**src/rtl/pool_pkg.sv**
```systemverilog
// Shared state encoding, argmax codes and tile-size helpers for the pooling sequencer.
package pool_pkg;

  typedef enum logic [2:0] {
    IDLE   = 3'd0,
    CLEAR  = 3'd1,
    LOAD   = 3'd2,
    DRAIN  = 3'd3,
    NEXT   = 3'd4,
    FINISH = 3'd5
  } state_t;

  typedef enum logic [1:0] {
    HIST_TL = 2'd0,
    HIST_TR = 2'd1,
    HIST_BL = 2'd2,
    HIST_BR = 2'd3
  } hist_t;

  localparam int POOL_SIZE  = 3;
  localparam int IN_SIZE    = 2 * POOL_SIZE;
  localparam int TILE_WORDS = IN_SIZE * IN_SIZE;

  function automatic int in_size_of(input int size);
    return 2 * size;
  endfunction

  function automatic int tile_words_of(input int size);
    return 4 * size * size;
  endfunction

endpackage

```
**src/rtl/pool_ctrl_agen.sv**
```systemverilog
// Row/beat counters and feature-memory read address for one channel's LOAD phase.
// Each row takes IN_SIZE+2 beats; beats past the row end re-read the last column.
module pool_ctrl_agen
  import pool_pkg::*;
#(
  parameter int SIZE = 3,
  parameter int AW   = 16
) (
  input  logic          clk,
  input  logic          rst,
  input  logic          run,
  input  logic [AW-1:0] base,
  input  logic [7:0]    ch,
  output logic [AW-1:0] addr,
  output logic          last
);

  localparam int IN   = in_size_of(SIZE);
  localparam int TILE = tile_words_of(SIZE);
  localparam int BW   = $clog2(IN + 2);
  localparam int RW   = $clog2(IN);

  localparam logic [BW-1:0] BEAT_LAST = BW'(IN + 1);
  localparam logic [BW-1:0] COL_MAX   = BW'(IN - 1);
  localparam logic [RW-1:0] ROW_LAST  = RW'(IN - 1);

  logic [BW-1:0] beat_q, beat_d;
  logic [RW-1:0] row_q, row_d;
  logic [BW-1:0] col;

  always_comb begin
    beat_d = beat_q;
    row_d  = row_q;
    if (!run) begin
      beat_d = '0;
      row_d  = '0;
    end else if (beat_q == BEAT_LAST) begin
      beat_d = '0;
      row_d  = (row_q == ROW_LAST) ? '0 : row_q + 1'b1;
    end else begin
      beat_d = beat_q + 1'b1;
    end
  end

  always_ff @(posedge clk) begin
    if (rst) begin
      beat_q <= '0;
      row_q  <= '0;
    end else begin
      beat_q <= beat_d;
      row_q  <= row_d;
    end
  end

  // Clamp so the two trailing beats of a row repeat the final column.
  assign col  = (beat_q > COL_MAX) ? COL_MAX : beat_q;
  assign last = run && (beat_q == BEAT_LAST) && (row_q == ROW_LAST);
  assign addr = base + AW'(ch) * AW'(TILE) + AW'(row_q) * AW'(IN) + AW'(col);

endmodule

```
**src/rtl/pool_ctrl.sv**
```systemverilog
// Sequences the 2x2 max-pooling unit over CH channels and captures its results.
// History write port exists only when POOL_CTRL_HIST_EN is defined; otherwise it is tied to zero.
module pool_ctrl
  import pool_pkg::*;
#(
  parameter int SIZE = 3,
  parameter int CH   = 4,
  parameter int AW   = 16,
  parameter int DW   = 16
) (
  input  logic          clk,
  input  logic          rst,
  input  logic          start,
  input  logic [AW-1:0] in_base,
  input  logic [AW-1:0] out_base,
  output logic          busy,
  output logic          done,
  output logic [7:0]    ch_idx,
  output logic          rd_en,
  output logic [AW-1:0] rd_addr,
  input  logic [DW-1:0] rd_data,
  output logic          pl_clr_n,
  output logic          pl_load,
  output logic [DW-1:0] pl_in,
  input  logic [DW-1:0] pl_result,
  input  logic [15:0]   pl_addr,
  input  logic [1:0]    pl_history,
  input  logic          pl_reg_sig,
  input  logic          pl_done,
  output logic          wr_en,
  output logic [AW-1:0] wr_addr,
  output logic [DW-1:0] wr_data,
  output logic          hist_wr_en,
  output logic [AW-1:0] hist_wr_addr,
  output logic [1:0]    hist_wr_data
);

  localparam int         OUT_WORDS = SIZE * SIZE;
  localparam logic [7:0] CH_LAST   = 8'(CH - 1);

  state_t        state_q, state_d;
  logic [7:0]    ch_q, ch_d;
  logic [AW-1:0] in_base_q, in_base_d;
  logic [AW-1:0] out_base_q, out_base_d;
  logic          done_seen_q, done_seen_d;
  logic          pl_load_q, pl_load_d;
  logic          wr_en_q, wr_en_d;
  logic [AW-1:0] wr_addr_q, wr_addr_d;
  logic [DW-1:0] wr_data_q, wr_data_d;

  logic          load_run;
  logic          agen_last;
  logic [AW-1:0] agen_addr;
  logic [AW-1:0] cap_addr;

  assign load_run = (state_q == LOAD);

  pool_ctrl_agen #(
    .SIZE (SIZE),
    .AW   (AW)
  ) u_agen (
    .clk  (clk),
    .rst  (rst),
    .run  (load_run),
    .base (in_base_q),
    .ch   (ch_q),
    .addr (agen_addr),
    .last (agen_last)
  );

  // A completion pulse that beats us to DRAIN is remembered until DRAIN consumes it.
  always_comb begin
    state_d     = state_q;
    ch_d        = ch_q;
    in_base_d   = in_base_q;
    out_base_d  = out_base_q;
    done_seen_d = done_seen_q | pl_done;
    case (state_q)
      IDLE: begin
        if (start) begin
          state_d    = CLEAR;
          ch_d       = '0;
          in_base_d  = in_base;
          out_base_d = out_base;
        end
      end
      CLEAR: begin
        state_d     = LOAD;
        done_seen_d = 1'b0;
      end
      LOAD: begin
        if (agen_last) state_d = DRAIN;
      end
      DRAIN: begin
        if (pl_done || done_seen_q) begin
          state_d     = NEXT;
          done_seen_d = 1'b0;
        end
      end
      NEXT: begin
        if (ch_q == CH_LAST) begin
          state_d = FINISH;
        end else begin
          ch_d    = ch_q + 8'd1;
          state_d = CLEAR;
        end
      end
      FINISH: state_d = IDLE;
      default: state_d = IDLE;
    endcase
  end

  // Capture is independent of the FSM: pooled output overlaps the tail of LOAD.
  assign cap_addr = pl_reg_sig ? (out_base_q + AW'(ch_q) * AW'(OUT_WORDS) + AW'(pl_addr)) : '0;

  always_comb begin
    pl_load_d = load_run;
    wr_en_d   = pl_reg_sig;
    wr_addr_d = cap_addr;
    wr_data_d = pl_reg_sig ? pl_result : '0;
  end

  always_ff @(posedge clk) begin
    if (rst) begin
      state_q     <= IDLE;
      ch_q        <= '0;
      in_base_q   <= '0;
      out_base_q  <= '0;
      done_seen_q <= 1'b0;
      pl_load_q   <= 1'b0;
      wr_en_q     <= 1'b0;
      wr_addr_q   <= '0;
      wr_data_q   <= '0;
    end else begin
      state_q     <= state_d;
      ch_q        <= ch_d;
      in_base_q   <= in_base_d;
      out_base_q  <= out_base_d;
      done_seen_q <= done_seen_d;
      pl_load_q   <= pl_load_d;
      wr_en_q     <= wr_en_d;
      wr_addr_q   <= wr_addr_d;
      wr_data_q   <= wr_data_d;
    end
  end

  assign busy     = (state_q != IDLE);
  assign done     = (state_q == FINISH);
  assign ch_idx   = ch_q;
  assign rd_en    = load_run;
  assign rd_addr  = load_run ? agen_addr : '0;
  assign pl_clr_n = ~(rst | (state_q == CLEAR));
  assign pl_load  = pl_load_q;
  assign pl_in    = pl_load_q ? rd_data : '0;
  assign wr_en    = wr_en_q;
  assign wr_addr  = wr_addr_q;
  assign wr_data  = wr_data_q;

`ifdef POOL_CTRL_HIST_EN
  logic          hist_wr_en_q, hist_wr_en_d;
  logic [AW-1:0] hist_wr_addr_q, hist_wr_addr_d;
  hist_t         hist_wr_data_q, hist_wr_data_d;

  always_comb begin
    hist_wr_en_d   = pl_reg_sig;
    hist_wr_addr_d = cap_addr;
    hist_wr_data_d = pl_reg_sig ? hist_t'(pl_history) : HIST_TL;
  end

  always_ff @(posedge clk) begin
    if (rst) begin
      hist_wr_en_q   <= 1'b0;
      hist_wr_addr_q <= '0;
      hist_wr_data_q <= HIST_TL;
    end else begin
      hist_wr_en_q   <= hist_wr_en_d;
      hist_wr_addr_q <= hist_wr_addr_d;
      hist_wr_data_q <= hist_wr_data_d;
    end
  end

  assign hist_wr_en   = hist_wr_en_q;
  assign hist_wr_addr = hist_wr_addr_q;
  assign hist_wr_data = hist_wr_data_q;
`else
  logic unused_hist;
  assign unused_hist  = ^pl_history;
  assign hist_wr_en   = 1'b0;
  assign hist_wr_addr = '0;
  assign hist_wr_data = '0;
`endif

endmodule

```
**config.mk**
```make
export PLATFORM = sky130hd
export DESIGN_NAME = pool_ctrl
export DESIGN_NICKNAME = d
export VERILOG_FILES = /design/src/rtl/pool_pkg.sv /design/src/rtl/pool_ctrl_agen.sv /design/src/rtl/pool_ctrl.sv
export SDC_FILE = /design/constraint.sdc
export NUM_CORES = 1
export LEC_CHECK = 0
export CORE_UTILIZATION = 30
export DETAILED_ROUTE_END_ITERATION = 12
export SLEW_MARGIN = 15
export SYNTH_ARGS = -nofsm -noshare
export SYNTH_HDL_FRONTEND = slang
export SYNTH_SLANG_ARGS = --single-unit
```
**constraint.sdc**
```tcl
create_clock -name clk -period 6.63 [get_ports clk]
set_clock_uncertainty 0.15 [all_clocks]
set_input_delay 1.326 -clock clk [delete_from_list [all_inputs] [get_ports clk]]
set_output_delay 1.326 -clock clk [all_outputs]
set_load 0.03 [all_outputs]
```
==> impl_metrics.env, run 1 <==
export IMPL_status="finished clean"
export IMPL_cts_repair_resized=0
export IMPL_drc_errors=0
export IMPL_drv_slew=0
export IMPL_syn_avg_cell_area_um2=8.57
export IMPL_cts_sinks=84
export IMPL_num_antenna_cells=0
export IMPL_nets=1039
export IMPL_cts_tree="done"
export IMPL_arrival_ps=4860
export IMPL_critPathCaptureType="output pin"
export IMPL_clock_latency_ps=350
export IMPL_hp_class="flop to flop"
export IMPL_post_cts_buffers=0
export IMPL_cp_top_family="adder cells"
export IMPL_cap_violations=0
export IMPL_grt_max_degree=47
export IMPL_ys_ff_latch=84
export IMPL_hpwlAfterDp_um=10500
export IMPL_grtUsageTotal=0.140
export IMPL_vias_per_cell=4.39
export IMPL_crit_path_top_delay_cell="clkdlybuf4s50_1"
export IMPL_synth_cell_type_count=54
export IMPL_finalCritPeriodShare=0.956
export IMPL_ys_warn_count=0
export IMPL_path_max_fanout=10
export IMPL_vdd_ir_drop_max_mv=0.0999
export IMPL_numPortBuffers=162
export IMPL_worst_setup_path_start_kind="flop"
export IMPL_clock_fmax_mhz=158
export IMPL_crit_type="flop to output pin"
export IMPL_ant_nets=0
export IMPL_synthCells=682
export IMPL_cts_clk_slew_worst_paths_ps=70
export IMPL_crit_buf_inv=1
export IMPL_syn_area_mm2=0.00584
export IMPL_rsz0062_at_grt="no"
export IMPL_ys_async_sr_fraction=0
export IMPL_wl_um=13400
export IMPL_drive_above_1_share=0.0403
export IMPL_relSlewSlack=0.397
export IMPL_worst_path_most_repeated_cell="ha_1"
export IMPL_grt_first_pass_wirelength_um=22100
export IMPL_synth_edff_count=0
export IMPL_powerDensity_mw_per_mm2=196
export IMPL_p_leak_nw=3.63
export IMPL_cts_max_path_buffers=2
export IMPL_initialDrtViolationCount=132
export IMPL_synth_ff_type="dfxtp_1"
export IMPL_die_area_mm2=0.0200
export IMPL_fin_hold_ws_ps=305
export IMPL_cp_cell_sequence="ha_1 > ha_1 > fa_1 > a21o_1 > a21oi_1 > nor2b_1 > o21ai_0 > xnor2_1 > ha_1 > ha_1 > ha_1 > nand2_1 > nand2_1 > a211o_1 > o22ai_1 > mux2i_1 > clkdlybuf4s50_1"
export IMPL_period_minus_slack_ps=6340
export IMPL_grt_pass1_vias=4697
export IMPL_finalHoldViolCount=0
export IMPL_dr_pass1_iters=4
export IMPL_worstMarginPinSlew_ps=904
export IMPL_yosysSeqAreaShare=0.288
export IMPL_clockRootBuffer="clkbuf_16"
export IMPL_critical_path_max_stage_delay_ps=690
export IMPL_holdBufCountCts=0
export IMPL_cts_made_buffers=9
export IMPL_setup_tns_ps=0
export IMPL_cp_required_ps=5150
export IMPL_vias=4850
export IMPL_grt_ovfl_total=0
export IMPL_fp_dieW_um=142
export IMPL_die_h_um=142
export IMPL_wl_per_cell_um=12.1
export IMPL_fillCellCount=1937
export IMPL_syn_to_final_growth_pct=36.7
export IMPL_gp_congestion=0.821
export IMPL_finalSetupViolations=0
export IMPL_htreeDepth=3
export IMPL_core_mm2=0.0189
export IMPL_antenna_found_initial=0
export IMPL_initial_core_util=0.309
export IMPL_io_pins=184
export IMPL_row_count=50
## state kept, by name, indices dropped and copies added (netlist names)
register,count
wr_addr,16
pl_load,1
wr_en,1
out_base_q,16
done_seen_q,1
in_base_q,16
ch_idx,8
state_q,3
u_agen.row_q,3
wr_data,16
u_agen.beat_q,3
## logic make-up after synthesis
family | synth area share
AOI/OAI and AO/OA | 0.107
and+or+nand+nor | 0.187
adders and majority gates | 0.275
other | 0.000642
DFF | 0.288
muxes | 0.00171
xor gates and xnor gates | 0.0525
buffers and inverters | 0.0876
## layout make-up
| type | instances | area [um2] | area share |
|---|---|---|---|
| Tap cell | 260 | 325 | 0.0407 |
| Inverter | 75 | 282 | 0.0352 |
| Clock buffer | 9 | 225 | 0.0282 |
| Timing Repair Buffer | 170 | 1680 | 0.210 |
| Multi-Input combinational cell | 499 | 3720 | 0.466 |
| Sequential cell | 84 | 1680 | 0.211 |
| Clock inverter | 7 | 77.6 | 0.00971 |
## synthesized netlist by cell type (2+ instances only)
cell	instances	area (um2)
a211oi_1	2	15.0
a21boi_1	2	15.0
a21o_1	8	60.1
a21oi_1	56	280
a311oi_1	2	17.5
a31o_2	2	17.5
a31oi_1	5	31.3
a32oi_1	2	17.5
and2_1	41	257
and3_1	6	37.5
buf_4	19	143
clkbuf_1	21	78.8
dfxtp_1	84	1680
fa_1	26	521
ha_1	87	1090
inv_1	73	274
inv_2	2	7.51
nand2_1	83	312
nand2b_1	2	12.5
nand3_1	9	45.0
nand3b_1	2	15.0
nand4_1	4	25.0
nor2_1	52	195
nor2b_1	6	37.5
nor3_1	9	45.0
nor3b_1	2	15.0
nor4_1	4	25.0
o21a_1	2	15.0
o21ai_0	6	30.0
o21ai_1	4	20.0
or3_1	3	18.8
xnor2_1	15	131
xor2_1	20	175
## cell usage in the layout (no fill, tap or decap), types with 8 or more instances in the layout
cell,netlist,routed
ha_1,87,87
nor3_1,9,9
a21oi_1,56,56
nand3_1,9,9
nor2_1,52,52
fa_1,26,26
clkdlybuf4s50_1,0,161
dfxtp_1,84,84
xnor2_1,15,15
xor2_1,20,20
conb_1,1,19
inv_1,73,73
clkbuf_16,0,9
nand2_1,83,83
and2_1,41,41
buf_4,19,8
a21o_1,8,8
## worst register-to-register path: stages, from the launching register on
cell	delay [ps]
dfxtp_1	610
fa_1	480
ha_1	280
inv_1	50
fa_1	530
inv_1	40
ha_1	360
a21oi_1	250
nand2_1	140
o2111ai_1	360
a21oi_1	150
o21ai_1	140
o31ai_1	80
## final timing paths
path / start / to / slack, ps / cells past startpoint
max: ch_idx[3] / rd_addr[15] / 290 / 17
min: in_base_q[3] / in_base_q[3] / 300 / 2
max reg2reg: ch_idx[6] / wr_addr[15] / 2900 / 12
min reg2reg: in_base_q[3] / in_base_q[3] / 300 / 2
## power by group
part           total (mW)  switching, mW  internal (mW)  leakage, nW
clock               0.517          0.223          0.293        0.134
sequential          0.573         0.0258          0.547        0.688
combinational       0.473          0.271          0.202         2.81
total                1.56          0.521           1.04         3.63
## stage by stage
step | setup slack, ps | power, mW | utilization | std cells | area [um2]
global route | 4.70 | 1.67 | 0.423 | 1104 | 7990
floorplan | 829 | 0.899 | - | 700 | 5910
global placement | 626 | 1.06 | 0.407 | 1088 | 7680
CTS | 233 | 1.59 | 0.423 | 1104 | 7990
detailed placement | 654 | 1.06 | 0.407 | 1088 | 7680
finish | 292 | 1.56 | 0.423 | 1104 | 7990
## layer usage
metal  GRT usage  vias up  wire, um
li1            -     2524         -
met1       0.184     2180      6600
met2       0.226      135      5880
met3      0.0273       11       698
met4      0.0526        0       191
met5           0        -         0
Note: power is estimated with default switching activity, not from simulation.
==> run 2: changes to the inputs <==
Settings changed: GPL_TIMING_DRIVEN set to 0.
==> run 2 against run 1 <==
Effect of this change:
- sequential power decreased by 0.7%
- final area increased by 2.2%
- global-route usage increased by 0.22 points
- register-to-register slack about the same
- total power increased by 0.90%
- sequential cell count unchanged
==> impl_metrics.env, run 2 (same netlist as run 1, synthesis figures left out) <==
export IMPL_finalHoldViolCount=0
export IMPL_vias=5008
export IMPL_arrival_ps=4690
export IMPL_cts_sinks=84
export IMPL_io_pins=184
export IMPL_place_inst=1121
export IMPL_drive_above_1_share=0.0547
export IMPL_post_cts_buffers=0
export IMPL_hp_class="flop to flop"
export IMPL_cts_tree="done"
export IMPL_r2r_cells=12
export IMPL_initial_core_util=0.309
export IMPL_setup_tns_ps=0
export IMPL_min_to="out_base_q[14]"
export IMPL_hp_start="out_base_q[14]"
export IMPL_period_minus_slack_ps=6170
export IMPL_rsz0062_at_grt="no"
export IMPL_layout_common_cells="159 x clkdlybuf4s50_1, 87 x ha_1, 83 x nand2_1, 80 x dfxtp_1, 73 x inv_1"
export IMPL_reg2reg_setup_slack_ps=2890
export IMPL_dr_pass1_iters=5
export IMPL_wl_um=13900
export IMPL_crit_start="ch_idx[0]"
export IMPL_worstMarginPinSlew_ps=555
export IMPL_grt_max_degree=14
export IMPL_drc_errors=0
export IMPL_gp_congestion=0.805
export IMPL_relSlewSlack=0.630
export IMPL_grt_first_pass_wirelength_um=22400
export IMPL_cts_max_path_buffers=2
export IMPL_path_max_fanout=7
export IMPL_dp_slack_ps=384
export IMPL_hpwlAfterDp_um=11400
export IMPL_critPathCaptureType="output pin"
export IMPL_timing_rr_end="wr_addr[15]"
export IMPL_clockRootBuffer="clkbuf_16"
export IMPL_nets=1072
export IMPL_grt_pass1_vias=4654
export IMPL_core_mm2=0.0189
export IMPL_antenna_found_initial=0
export IMPL_numPortBuffers=161
export IMPL_status="finished clean"
export IMPL_vdd_ir_drop_max_mv=0.0831
export IMPL_worst_setup_path_start_kind="flop"
export IMPL_cts_clk_slew_worst_paths_ps=60
export IMPL_row_count=50
export IMPL_ant_nets=0
export IMPL_cts_made_buffers=9
export IMPL_die_area_mm2=0.0200
export IMPL_holdPathStages=2
export IMPL_fp_dieW_um=142
export IMPL_clock_fmax_mhz=162
export IMPL_final_common_cell="clkdlybuf4s50_1"
export IMPL_drv_slew=0
export IMPL_cap_violations=0
export IMPL_cp_required_ps=5150
export IMPL_setup_ws_ps=460
export IMPL_die_h_um=142
export IMPL_utilization=0.432
export IMPL_grtUsageTotal=0.142
export IMPL_r2r_start="ch_idx[6]"
export IMPL_finalSetupViolations=0
export IMPL_syn_to_final_growth_pct=39.7
export IMPL_clock_latency_ps=340
export IMPL_htreeDepth=3
export IMPL_crit_type="flop to output pin"
export IMPL_grt_ovfl_total=0
export IMPL_powerDensity_mw_per_mm2=193
export IMPL_wl_per_cell_um=12.2
export IMPL_vias_per_cell=4.40
export IMPL_p_leak_nw=3.77
export IMPL_initialDrtViolationCount=218
export IMPL_finalCritPeriodShare=0.931
export IMPL_final_cells=1137
export IMPL_num_antenna_cells=0
## run 2: cell types whose count changed in the layout (fill, tap and decap cells not counted)
cell | before | now
buf_4 | 8 | 19
clkdlybuf4s50_1 | 161 | 159
dlymetal6s2s_1 | 0 | 2
clkbuf_8 | 0 | 2
clkbuf_1 | 0 | 22
dfxtp_1 | 84 | 80
buf_1 | 0 | 1
dfxtp_2 | 0 | 4
clkinvlp_4 | 4 | 1
clkinv_2 | 0 | 2
clkinv_4 | 2 | 0
## run 2: metal layers
layer	global-route usage	routed length, um	vias to the layer above
met5	0	0	-
met4	0.0526	231	0
met3	0.0361	1040	11
met2	0.229	6150	142
met1	0.183	6460	2272
li1	-	-	2583
## run 2: critical path: stages (launching register included)
cell	delay, ps
dfxtp_1	520
inv_1	250
fa_1	590
inv_1	60
fa_1	490
ha_1	240
fa_1	420
a21o_1	200
a221oi_2	290
a21oi_1	180
a31oi_1	220
xor2_1	80
nor2_1	120
clkdlybuf4s50_1	680
## run 2: layout make-up
type | instances | area (um2)
fillers | 1945 | 10700
multi-input cells | 499 | 3720
clock buffers | 12 | 256
well taps | 260 | 325
flip-flops and latches | 84 | 1690
inverters | 75 | 282
clock inverters | 4 | 47.5
repair buffers | 161 | 1620
plain buffers | 42 | 230
## run 2: through the flow
stage               power [mW]  cell area, um2  hold slack [ps]
finish                    1.58            8160              307
global route              1.68            8160              326
CTS                       1.60            8160              309
detailed placement        1.08            7850              300
global placement          1.07            7850              293
floorplan                0.899            5910              286
## run 2: what timing repair did
item | CTS | global route
resized for setup | 2 | 4
hold buffers | 0 | 0
setup endpoints to repair | 1 | 2
## run 2: worst max-delay path by stage
| stage | endpoint | slack [ps] | depth (start not counted) |
|---|---|---|---|
| after floorplan | rd_addr[15] | 830 | 16 |
| after CTS | rd_addr[14] | 60 | 17 |
| final | rd_addr[12] | 460 | 13 |
| after global placement | rd_addr[15] | 370 | 17 |
| after global routing | rd_addr[13] | 150 | 16 |
| after detailed placement | rd_addr[15] | 380 | 17 |
## run 2: report_power, final
part / leakage (nW) / switching, mW / internal (mW)
combinational: 2.93 / 0.281 / 0.212
sequential: 0.690 / 0.0215 / 0.547
clock: 0.149 / 0.204 / 0.311
==> run 3: changes to the inputs <==
Settings changed: GPL_TIMING_DRIVEN 0 to not set, SLEW_MARGIN 15 to 10, TNS_END_PERCENT set to 5.
==> results of run 3 <==
Same layout as run 1: the final DEF is identical, and so are final timing and power.
